[src/rtl/bus_arbiter_4x16.sv]
// rtl/bus_arbiter_4x16.sv - four-requester round-robin bus arbiter with hold limit and 16-bit data mux
// Owner keeps the bus until it drops req or reaches MAX_HOLD cycles; handoff happens without an idle cycle.
module bus_arbiter_4x16 #(
  parameter int unsigned MAX_HOLD = 8
) (
  input  logic        clk,
  input  logic        rst_n,
  input  logic [3:0]  req,
  input  logic [15:0] data0,
  input  logic [15:0] data1,
  input  logic [15:0] data2,
  input  logic [15:0] data3,
  output logic [3:0]  gnt,
  output logic [1:0]  sel,
  output logic        busy,
  output logic [15:0] out_data,
  output logic        out_valid
);

  typedef enum logic {IDLE, OWN} state_t;

  localparam logic [7:0] HOLD_LAST = 8'(MAX_HOLD - 1);

  state_t      state_q, state_d;
  logic [3:0]  gnt_q, gnt_d;
  logic [1:0]  sel_q, sel_d;
  logic [1:0]  last_q, last_d;
  logic [7:0]  cnt_q, cnt_d;
  logic [15:0] out_data_q, out_data_d;
  logic        out_valid_q, out_valid_d;

  logic [15:0] owner_data;
  logic        owner_req;
  logic        hold_max;
  logic [1:0]  winner;

  // Scan from last+4 down to last+1 so the lowest offset (highest priority) wins.
  function automatic logic [1:0] rr_pick(input logic [3:0] r, input logic [1:0] last);
    logic [1:0] idx;
    rr_pick = last;
    for (int k = 4; k >= 1; k--) begin
      idx = last + 2'(k);
      if (r[idx]) rr_pick = idx;
    end
  endfunction

  always_comb begin
    owner_data = data0;
    case (sel_q)
      2'd0: owner_data = data0;
      2'd1: owner_data = data1;
      2'd2: owner_data = data2;
      2'd3: owner_data = data3;
      default: owner_data = data0;
    endcase
  end

  assign owner_req = req[sel_q];
  assign hold_max  = (cnt_q == HOLD_LAST);
  assign winner    = rr_pick(req, last_q);

  always_comb begin
    state_d     = state_q;
    gnt_d       = gnt_q;
    sel_d       = sel_q;
    last_d      = last_q;
    cnt_d       = cnt_q;
    out_data_d  = out_data_q;
    out_valid_d = (state_q == OWN) && owner_req;
    if (out_valid_d) out_data_d = owner_data;

    if (state_q == IDLE || !owner_req || hold_max) begin
      if (|req) begin
        state_d = OWN;
        gnt_d   = 4'b0001 << winner;
        sel_d   = winner;
        last_d  = winner;
        cnt_d   = 8'd0;
      end else begin
        state_d = IDLE;
        gnt_d   = 4'b0000;
      end
    end else begin
      cnt_d = cnt_q + 8'd1;
    end
  end

  always_ff @(posedge clk or negedge rst_n) begin
    if (!rst_n) begin
      state_q     <= IDLE;
      gnt_q       <= 4'b0000;
      sel_q       <= 2'd0;
      last_q      <= 2'd3;
      cnt_q       <= 8'd0;
      out_data_q  <= 16'h0000;
      out_valid_q <= 1'b0;
    end else begin
      state_q     <= state_d;
      gnt_q       <= gnt_d;
      sel_q       <= sel_d;
      last_q      <= last_d;
      cnt_q       <= cnt_d;
      out_data_q  <= out_data_d;
      out_valid_q <= out_valid_d;
    end
  end

  assign gnt       = gnt_q;
  assign sel       = sel_q;
  assign busy      = (state_q == OWN);
  assign out_data  = out_data_q;
  assign out_valid = out_valid_q;

endmodule

[config.mk]
export PLATFORM = sky130hd
export DESIGN_NAME = bus_arbiter_4x16
export DESIGN_NICKNAME = d
export VERILOG_FILES = /design/src/rtl/bus_arbiter_4x16.sv
export SDC_FILE = /design/constraint.sdc
export NUM_CORES = 1
export LEC_CHECK = 0
export CORE_ASPECT_RATIO = 0.7
export CORE_MARGIN = 10
export CORE_UTILIZATION = 37
export DETAILED_ROUTE_END_ITERATION = 8
export PLACE_DENSITY_LB_ADDON = 0.12
export SYNTH_ARGS = -nofsm -noshare
export SYNTH_HDL_FRONTEND = slang
export SYNTH_SLANG_ARGS = --single-unit
[constraint.sdc]
create_clock -name clk -period 1.75 [get_ports clk]
set_input_delay 0.525 -clock clk [delete_from_list [all_inputs] [get_ports clk]]
set_output_delay 0.525 -clock clk [all_outputs]
set_load 0.05 [all_outputs]
Yosys cells after proc, flatten, opt, wreduce, memory -nomap -nowiden
Cells that the tools add are included.
{ "op_classes": {"reduce_logical": 7, "mux": 16, "shift": 1, "order_cmp": 4, "bitwise": 1, "eq_ne": 5, "addsub": 4} }
{ "ops": {"columns": ["operator", "n"], "rows": [
  ["$pmux 16 s4", 1],
  ["$mux 8", 2],
  ["$lt 2x3->1 const B", 4],
  ["$add 8x1->8 const B", 1],
  ["$bmux 1 s2", 4],
  ["$eq 8x3->1 const B", 1],
  ["$mux 2", 3],
  ["$mux 1", 5],
  ["$add 2x2->2 const B", 2],
  ["$eq 2x2->1 const B", 2],
  ["$mux 4", 1],
  ["$reduce_or 4->1", 1],
  ["$shl 1x2->4 const A", 1],
  ["$add 2x1->2 const B", 1],
  ["$eq 2x1->1 const B", 1],
  ["$logic_not 2->1", 1],
  ["$logic_or 1x1->1", 2],
  ["$ne 2x1->1 const B", 1],
  ["$reduce_and 2->1", 1],
  ["$logic_and 1x1->1", 1],
  ["$logic_not 1->1", 1],
  ["$not 1->1", 1]
]} }
{ "totals": {"output_inout_bits": 24, "regBits": 34, "word_cells": 45, "inputBits": 70} }

Logic depth before layout (Yosys ltp)
{ "logic_depth": {"depth_word": 8, "mapped_depth": 6, "depth_no_buf": 5} }

Least setup slack after synthesis
OpenSTA, ideal clock, no wires.
{ "synth_timing": {"path_kind": "register to register", "from": "register sel_q[0] (netlist: sel[0])", "to": "register out_data_q[10] (netlist: out_data[10])", "arrival_time_ns": 2.066, "setup_slack_ns": -0.441, "stages_incl_launch_ff": 5, "period_less_slack_ns": 2.191, "required_ns": 1.625, "setup_ns": 0.125, "n_path_buf": 2, "path_cell_list": "dfrtp_1 > buf_2 > buf_2 > mux4_2 > mux2_2"} }
{ "synth_via": {"elab_chain_cells": 3, "word_cells_on_any_way": 8, "classes_between": "3 x eq/ne; 3 x mux; 2 x reduce/logical"} }
{ "synth_lines": {"columns": ["item", "line", "text"], "rows": [
  ["start: declaration", "26", "logic [1:0] sel_q, sel_d;"],
  ["start signal: assignment", "100", "sel_q <= sel_d;"],
  ["$bmux 1 s2", "58", "assign owner_req = req[sel_q];"],
  ["$mux 1 (not written as such)", "58", null],
  ["$logic_and 1x1->1", "69", "out_valid_d = (state_q == OWN) && owner_req;"],
  ["end signal: assignment", "103", "out_data_q <= out_data_d;"],
  ["end: declaration", "29", "logic [15:0] out_data_q, out_data_d;"]
]} }
Several ways; a longest one is shown, not always the timed one. The select of a mux whose other input is x is not followed.
A chain may end at the register's enable or synchronous reset.

Worst setup path in the final report
{ "layout_timing": {"from": "input req[2]", "to": "register gnt_q[0] (netlist: gnt[0])"} }
{ "layout_via": {"elab_chain_cells": 7, "word_cells_on_any_way": 17, "classes_between": "1 x shift; 12 x mux; 4 x reduce/logical"} }
{ "layout_lines": {"columns": ["item", "line", "text"], "rows": [
  ["start: declaration", "8", "input logic [3:0] req,"],
  ["$bmux 1 s2", "43", "if (r[idx]) rr_pick = idx;"],
  ["$mux 1 (not written as such)", "43", null],
  ["$mux 2 (3 in a row)", "43", null],
  ["$shl 1x2->4", "75", "gnt_d = 4'b0001 << winner;"],
  ["$mux 4", "73", "if (|req) begin"],
  ["end signal: assignment", "99", "gnt_q <= gnt_d;"],
  ["end: declaration", "25", "logic [3:0] gnt_q, gnt_d;"]
]} }
Several ways; a longest one is shown, not always the timed one. The select of a mux whose other input is x is not followed.

==> qor.csv <==
stage,metric,value,unit
status,outcome,finished clean,
clock_tree,Worst-path clk slew,0.07,ns
finish,Area growth syn-to-layout,76.3,%
place,placed cell area,3360,µm²
detailed_routing,Avg WL per Cell,18.1,µm
clock_tree,Root Driver,clkbuf_8,
floorplan,Rows,22,
yosys,syn nets,214,
yosys,Yosys warnings,0,
place,hpwl dp,4800,µm
power,Reg power frac,23.5,%
setup_path,Startpoint Class,primary input,
detailed_routing,via count,1631,
global_routing,first-pass GRT wire length,9400,µm
floorplan,Ports,94,
detailed_routing,final WL,5890,µm
floorplan,Die Y-Extent,81.4,µm
timing,fin worst setup slack,0.0823,ns
yosys,Post-synth EDFFs,0,
flow_run,max-cap violations,0,
power,clock power share,10.6,%
timing,RSZ-0062 raised after global routing,true,
power,Internal,3780,µW
clock_tree,clock insertion delay at the later pin of the skew report,0.28,ns
timing,Slew Limit Headroom,70.1,%
detailed_routing,DRT iter0 DRCs,70,
finish,layout cells sized above 1,41.7,%
finish,"Design Area, Final",3510,µm²
clock_tree,CTS Sinks,34,
worst_hold_path,hold depth,2,
timing,Period minus WS final,1.67,ns
global_routing,largest net degree at the start of global routing,35,
setup_path,crit end category,flop,
yosys,register area share after synthesis,42.8,%
global_routing,Overall Global Routing Usage,13.7,%
timing,setup TNS,0,ns
place,GP Congestion,0.768,
clock_tree,CTS buffer count,5,
power,net switching power figure,2530,µW
global_routing,initial antenna violation count,0,
detailed_routing,DRC,0,
setup_path,arrival time worst endpoint,1.84,ns
power,switching part of the total,40.1,%
power,Comb pwr share,65.9,%
timing,Final Hold Viols,0,
clock_tree,CTS tree,yes,
finish,Nets,322,
timing,clk_skew,0.00219,ns
setup_path,R2R depth,5,
setup_path,crit-path max FO,5,
setup_path,CP required,1.92,ns
yosys,Yosys cell types,40,
floorplan,Die X,108,µm
yosys,prevailing post-synth register cell,dfrtp_1,
power,maximum VDD drop,0.000808,V
power,Pwr per Cell Area,1800,nW/µm²
yosys,Post-synth ARST share,100,%
floorplan,Std-Cell Core Area,5230,µm²
timing,Max Freq,600,MHz
place,pre-CTS WS,-0.387,ns
detailed_routing,vias per cell,5.02,
floorplan,Initial Util,38.1,%
detailed_routing,number of detailed-route iterations in the first pass,4,
yosys,Synth Instances,143,
clock_tree,clk buf depth,2,
place,input/output buffers,93,
yosys,Mean Syn Cell Area,13.9,µm²
setup_path,Crit Path Class,primary input to flop,
clock_tree,H-tree depth,2,
timing,final slew viol count,0,
clock_tree,hold buffers post-CTS,0,
detailed_routing,post-route ant nets,0,
worst_hold_path,Hold WC Path Type,flop to flop,
global_routing,total gr overflow,0,
power,Leak,0.00144,µW
yosys,mapped cell area,1990,µm²
yosys,Synth Register Bits,34,
timing,Worst Tran Pin Value,0.444,ns
floorplan,die area,8770,µm²
global_routing,vias in the first global route,1765,
timing,Hold WS,0.533,ns
timing,endpoints failing setup,0,
finish,Layout Utilization,67.2,%
timing,final period utilization,95.3,%
cells in the mapped netlist (all sizes together), types with 3 or more instances:
| cell | count | share of area, % |
|---|---|---|
| dfrtp | 32 | 40 |
| mux2 | 19 | 11 |
| mux4 | 16 | 18 |
| nand3 | 9 | 2.3 |
| buf | 8 | 3.1 |
| inv | 6 | 1.1 |
| mux2i | 6 | 3.0 |
| nand2 | 6 | 1.1 |
| a31oi | 3 | 0.94 |
| nor2 | 3 | 0.56 |
sequential cells by signal (all words and copies together), names as in the netlist:
register	cells
busy	1
cnt_q	8
gnt	4
last_q	2
out_data	16
out_valid	1
sel	2
final timing paths:
kind,start,endpoint,slack [ns]
worst max register to register,cnt_q[4],sel[0],0.09
worst min register to register,last_q[0],last_q[0],0.53
min in group asynchronous,rst_n,out_data[0],0.61
worst min-delay path,last_q[0],last_q[0],0.53
max in group asynchronous,rst_n,last_q[1],0.89
worst max-delay path,req[2],gnt[0],0.08
kinds of logic (layout without fill, tap and decap cells):
logic type / Yosys count / after routing / synth area share [%]
multiplexers: 41 / 41 / 31.8
flip-flops: 34 / 34 / 42.8
AND/OR/NAND/NOR: 28 / 28 / 10.1
AO/OA/AOI/OAI: 21 / 21 / 9.04
buffers and inverters: 17 / 126 / 5.15
adder cells (fa/ha/maj): 1 / 1 / 0.628
XOR/XNOR: 1 / 1 / 0.440
other: 0 / 1 / 0
power by group through the flow:
stage / Sequential [µW] / Clock (µW) / Combinational [µW]
finish: 1480 / 668 / 4160
global route: 1530 / 721 / 4370
CTS: 1480 / 694 / 4200
detailed placement: 1500 / 0 / 4140
global placement: 1480 / 0 / 4050
floorplan: 2220 / 0 / 1720
stage by stage:
step | instances | power [µW]
floorplan | 143 | 3930
global placement | 313 | 5530
detailed placement | 313 | 5640
CTS | 323 | 6370
global route | 324 | 6620
finish | 325 | 6310
placed cells by master (no fill, tap or decap), drive strengths merged, types with 2 or more instances in the layout:
cell            n
nand2           6
inv             6
dfrtp          32
nor2            3
clkdlybuf4s50  65
nand3           9
dlygate4sd2     4
mux2i           6
a32o            2
o21ai           2
and2            2
nand4b          2
dfstp           2
mux4           16
buf            43
nor4            2
a22o            2
o41ai           2
a31oi           3
clkbuf          8
mux2           19
a21oi           2
routing by layer:
| layer | vias up | global-route usage (%) | share of wire, % |
|---|---|---|---|
| met1 | 792 | 15.5 | 41 |
| met3 | 4 | 4.66 | 7.3 |
| li1 | 778 | - | - |
| met5 | - | 0 | 0 |
| met2 | 57 | 24.1 | 51 |
| met4 | 0 | 4.52 | 0.61 |
what timing repair did:
| action | CTS | global route |
|---|---|---|
| resized for setup | 9 | 0 |
| endpoints found under the hold margin | 0 | 0 |
| setup buffers | 2 | 1 |
| pin swaps | 2 | 1 |
| endpoints found under the setup margin | 22 | 4 |
worst max-delay path, stage by stage:
cell and delay, ns:
dlygate4sd2_1 0.26, buf_4 0.16, nor4_4 0.38, a21oi_4 0.09, buf_4 0.16, a32o_1 0.25
layout make-up:
class / instances / area, µm²
Fill cell: 379 / 1720
Tap cell: 72 / 90.1
Sequential cell: 34 / 856
Multi-Input combinational cell: 92 / 1090
Antenna cell: 1 / 2.50
Inverter: 6 / 22.5
Timing Repair Buffer: 112 / 1350
Clock buffer: 8 / 110
No activity file was read; power rests on OpenSTA's default activity.
